$ cat src/rtl/vec_mem_responder.sv
// Memory-side responder: one request per cycle into a small register file, with
// a one-entry response slot per requestor so back-pressure stays per requestor.
module vec_mem_responder #(
  parameter int N_REQ  = 4,
  parameter int ID_W   = 2,
  parameter int ADDR_W = 4,
  parameter int DATA_W = 8
) (
  input  logic              clk,
  input  logic              reset,
  input  logic              io_mem_req_valid,
  output logic              io_mem_req_ready,
  input  logic [ID_W-1:0]   io_mem_req_bits_id,
  input  logic              io_mem_req_bits_rw,
  input  logic [ADDR_W-1:0] io_mem_req_bits_addr,
  input  logic [DATA_W-1:0] io_mem_req_bits_data,
  output logic              io_requestor_0_resp_valid,
  input  logic              io_requestor_0_resp_ready,
  output logic [DATA_W-1:0] io_requestor_0_resp_bits_data,
  output logic              io_requestor_0_resp_bits_rw,
  output logic              io_requestor_1_resp_valid,
  input  logic              io_requestor_1_resp_ready,
  output logic [DATA_W-1:0] io_requestor_1_resp_bits_data,
  output logic              io_requestor_1_resp_bits_rw,
  output logic              io_requestor_2_resp_valid,
  input  logic              io_requestor_2_resp_ready,
  output logic [DATA_W-1:0] io_requestor_2_resp_bits_data,
  output logic              io_requestor_2_resp_bits_rw,
  output logic              io_requestor_3_resp_valid,
  input  logic              io_requestor_3_resp_ready,
  output logic [DATA_W-1:0] io_requestor_3_resp_bits_data,
  output logic              io_requestor_3_resp_bits_rw,
  output logic              io_busy
);
  localparam int DEPTH = 1 << ADDR_W;
  localparam int NCH   = 4;

  logic [DATA_W-1:0] mem [DEPTH];
  logic [N_REQ-1:0]  slot_valid;
  logic [N_REQ-1:0]  slot_rw;
  logic [DATA_W-1:0] slot_data [N_REQ];
  logic [N_REQ-1:0]  drain;
  logic [NCH-1:0]    resp_ready;
  logic              id_ok;
  logic              accept;

  logic [NCH-1:0]    ch_valid;
  logic [NCH-1:0]    ch_rw;
  logic [DATA_W-1:0] ch_data [NCH];

  assign resp_ready = {io_requestor_3_resp_ready, io_requestor_2_resp_ready,
                       io_requestor_1_resp_ready, io_requestor_0_resp_ready};
  assign drain      = slot_valid & resp_ready[N_REQ-1:0];

  // Out-of-range ids are never accepted, so they cannot touch mem.
  assign id_ok  = (int'(io_mem_req_bits_id) < N_REQ);
  assign io_mem_req_ready = id_ok &&
                            (!slot_valid[io_mem_req_bits_id] || drain[io_mem_req_bits_id]);
  assign accept = io_mem_req_valid && io_mem_req_ready;

  always_ff @(posedge clk) begin
    if (reset) begin
      slot_valid <= '0;
      slot_rw    <= '0;
      for (int k = 0; k < N_REQ; k++) slot_data[k] <= '0;
      for (int a = 0; a < DEPTH; a++) mem[a] <= '0;
    end else begin
      slot_valid <= slot_valid & ~drain;
      // A refill on the same edge as a drain overrides the clear above.
      if (accept) begin
        slot_valid[io_mem_req_bits_id] <= 1'b1;
        slot_rw[io_mem_req_bits_id]    <= io_mem_req_bits_rw;
        slot_data[io_mem_req_bits_id]  <= io_mem_req_bits_rw ? io_mem_req_bits_data
                                                              : mem[io_mem_req_bits_addr];
        if (io_mem_req_bits_rw) mem[io_mem_req_bits_addr] <= io_mem_req_bits_data;
      end
    end
  end

  for (genvar k = 0; k < NCH; k++) begin : g_ch
    if (k < N_REQ) begin : g_used
      assign ch_valid[k] = slot_valid[k];
      assign ch_rw[k]    = slot_rw[k];
      assign ch_data[k]  = slot_data[k];
    end else begin : g_unused
      assign ch_valid[k] = 1'b0;
      assign ch_rw[k]    = 1'b0;
      assign ch_data[k]  = '0;
    end
  end

  assign io_requestor_0_resp_valid     = ch_valid[0];
  assign io_requestor_0_resp_bits_data = ch_data[0];
  assign io_requestor_0_resp_bits_rw   = ch_rw[0];
  assign io_requestor_1_resp_valid     = ch_valid[1];
  assign io_requestor_1_resp_bits_data = ch_data[1];
  assign io_requestor_1_resp_bits_rw   = ch_rw[1];
  assign io_requestor_2_resp_valid     = ch_valid[2];
  assign io_requestor_2_resp_bits_data = ch_data[2];
  assign io_requestor_2_resp_bits_rw   = ch_rw[2];
  assign io_requestor_3_resp_valid     = ch_valid[3];
  assign io_requestor_3_resp_bits_data = ch_data[3];
  assign io_requestor_3_resp_bits_rw   = ch_rw[3];

  assign io_busy = |slot_valid;
endmodule

$ cat config.mk
export PLATFORM = sky130hd
export DESIGN_NAME = vec_mem_responder
export DESIGN_NICKNAME = d
export VERILOG_FILES = /design/src/rtl/vec_mem_responder.sv
export SDC_FILE = /design/constraint.sdc
export NUM_CORES = 1
export LEC_CHECK = 0
export CAP_MARGIN = 20
export CORE_ASPECT_RATIO = 0.5
export CORE_MARGIN = 5
export CORE_UTILIZATION = 58
export DETAILED_ROUTE_END_ITERATION = 10
export GPL_TIMING_DRIVEN = 0
export HOLD_SLACK_MARGIN = 0.06
export MAX_ROUTING_LAYER = met4
export PLACE_DENSITY = 0.85
export SLEW_MARGIN = 0
export SYNTH_ARGS = -nofsm -noshare
export SYNTH_HDL_FRONTEND = slang
export SYNTH_SLANG_ARGS = --single-unit
$ cat constraint.sdc
create_clock -name clk -period 2.5 [get_ports clk]
set_input_delay 0.5 -clock clk [delete_from_list [all_inputs] [get_ports clk]]
set_output_delay 0.5 -clock clk [all_outputs]
set_load 0.1 [all_outputs]
==> results of run 1 <==
-- metrics by stage --
step | setup slack (ps) | total power [mW]
2_1_floorplan | 103 | 3.89
3_3_place_gp | -732 | 4.15
3_5_place_dp | -738 | 4.16
4_1_cts | 22.9 | 6.79
5_1_grt | 10.8 | 6.98
6_report | 38.0 | 6.82
-- path summary, 6_finish.rpt --
path / from / to / cells past startpoint
hold reg to reg: ch_rw[3] / ch_rw[3] / 2
setup / recovery: io_mem_req_bits_rw / mem[14][7] / 4
setup reg to reg: mem[1][0] / slot_data[1][0] / 4
hold / removal: ch_rw[3] / ch_rw[3] / 2
-- worst max-delay path: cells and delay by family --
family,cells,cell delay (ps)
AO/OA/AOI/OAI,1,480
buffers and inverters,2,1150
AND/OR/NAND/NOR,1,400
-- cells by family (layout without fill, tap and decap cells) --
group,count (synthesis),count (layout),synth area share [%]
compound gates,54,54,6.95
buf+inv,41,131,3.29
flops,168,168,64.2
mux,54,54,9.91
simple gates,254,254,15.6
-- cell usage after synthesis (all sizes together), types with 3 or more instances --
library cell	count	area [sq um]
nand2	35	131
a31o	4	35.0
nor2	137	517
buf	30	213
nand3	3	15.0
mux4	17	394
and4	4	35.0
nand4b	3	26.3
nor2b	22	160
a2111oi	9	223
a21oi	11	55.1
nand2b	10	62.6
nor4	28	175
and2	3	18.8
clkbuf	11	41.3
a22oi	15	113
mux2i	36	360
a21o	12	90.1
edfxtp	160	4800
dfxtp	8	160
-- layer usage --
metal	track usage, %	wire, um	up-vias
met4	13.4	1100	0
met3	10.4	3740	88
met1	39.5	8090	2578
li1	-	-	2289
met5	-	0	-
met2	40.4	9270	507
-- sequential cells by signal, indices dropped and copies added (netlist names) --
register / count
ch_valid: 4
ch_rw: 4
slot_data: 32
mem: 128
-- power by group through the flow --
| stage | clock, mW | sequential (mW) | combinational, mW |
|---|---|---|---|
| final | 2.69 | 3.21 | 0.919 |
| after global routing | 2.82 | 3.22 | 0.942 |
| after CTS | 2.68 | 3.21 | 0.899 |
| after detailed placement | 0 | 3.27 | 0.893 |
| after global placement | 0 | 3.26 | 0.886 |
| after floorplan | 0 | 3.54 | 0.348 |
-- area by class of cell --
class                           count  share of cell area, %
Timing Repair Buffer               58                   6.37
Buffer                             41                   2.82
Tap cell                          170                   2.32
Multi-Input combinational cell    362                   27.6
Clock buffer                       18                   4.69
Sequential cell                   168                   54.3
Clock inverter                     14                   1.89
==> impl_results.md, run 1 <==
* Status: completed
* Root Driver: clkbuf_16
* RSZ-0062 raised after global routing: no
* Area Growth Syn to Fin at 18.4%
* Synth unique cells at 40
* Placed cells at 799
* Yosys warns at 0
* CTS tree: yes
* Max-cap violations at 0
* Die Wd at 173 um
* ANT nets after route at 0
* Clock Path Buffers at 2
* Ant diodes at 0
* Share of cells above drive strength 1 at between 10 and 15%
* Slew HR at 33.5%
* Commonest non-fill, non-tap cells in the layout: edfxtp_1, nor2_1, clkdlybuf4s50_1
* Switch share at 26.8%
* Largest net degree at the start of global routing at 17
* Number of synthesized flops with an enable pin at 160
* Final setup fails at 0
* Syn Nets at 593
* DR vias/cell at 6.57
* Post-CTS setup buffer count at 0
* Num ports at 64
* Fin crit share at a little over nine tenths
* CORE AREA at 0.0128 sq mm
* Crit Path Max Fanout at 10
* Critical Path End Type: register
* Post-CTS sizing at 10
* Worst-path clk slew at 60 ps
* Initial DRC count at around 1100
* Post-DR wirelength/cell at 26.7 um
* Fillers at 795
* Final Slew Violations at 0
* Reg power frac at 47.1%
* Setup slack, reg-to-reg at 340 ps
* Worst setup SP type: primary input
* Total wire length at 22200 um
* Clk_skew at 12.3 ps
* RD Place Congestion at 1.00
* Total track usage at 29.3%
* Total CTS buffers at 17
* Post-Syn Area at 0.00773 sq mm
* Fmax at approximately 0.41 GHz
* CP max stage cell: clkdlybuf4s50_1
* Comb power frac at a little over an eighth
* GRT Residual Overflow at 0
* Post-Syn Instances at ~570
* Cts hold-fix bufs at 0
* Buffers on Ports at 58
* Yosys reg bits at 168
* Clock latency at the later pin of the worst-skew pair at 430 ps
* Post-synth ARST share at 0%
* Final nets at 670
* Multi-input logic area at 0.00252 sq mm
* DRC viols at 0
* PwrDens at 745 mW/mm^2
* Crit Path Class: primary input to register
* DR pass1 iterations at 6
* CP arrival at 2530 ps
* First-pass GRT wire length at between 30000 and 40000 um
* Vias in the first global route at roughly 5200
* Setup tns final at 0 ps
* Fin util at 71.2%
* Post-DP HPWL at 15200 um
* Ys flop type: edfxtp_1
* Worst path cell trace: clkdlybuf4s50_1 -> buf_2 -> and4_1 -> a31o_1
* NetSw at 1.83 mW
* HP Class: register to register
* Routed vias at 5462
* Period minus WS final at 2460 ps
* Pint at 4.99 mW
* Layout Cells excl Fill at 831
* WHS at approximately 510 ps
* CTS sink cnt at 168
* LEAKAGE at 3.25 nW
* VDD IR max at 0.523 mV
* Worst-Margin Slew at 994 ps
* DIE AREA at 0.0159 sq mm
* Cell area after layout at 0.00915 sq mm
* Worst path required time at ~2600 ps
* Register Area at roughly 0.005 sq mm
* Rows at 29
* Final hold vios at 0
* Antenna violations before repair at 0
* Slowest stage delay, CP at roughly 750 ps
* Synth Area per Inst at around 14 sq um
* CTS H-tree lvls at 4
* Initial Utilization at 60.2%
* Die height at about 92 um
* Post-synthesis sequential area ratio at between 60 and 70%
* Dpl cell area at between 0.008 and 0.009 sq mm
* Clk network pwr share at 39.5%
* Most common cell after layout, fill and taps aside: edfxtp_1
No activity file was read; power rests on OpenSTA's default activity.
==> inputs of run 2 (changes only) <==
--- a/config.mk
+++ b/config.mk
@@ -18,3 +18,4 @@
 export SYNTH_ARGS = -nofsm -noshare
 export SYNTH_HDL_FRONTEND = slang
 export SYNTH_SLANG_ARGS = --single-unit
+export TNS_END_PERCENT = 20
==> results of run 2 <==
The final DEF is identical to that of run 1; final timing and power are the same.
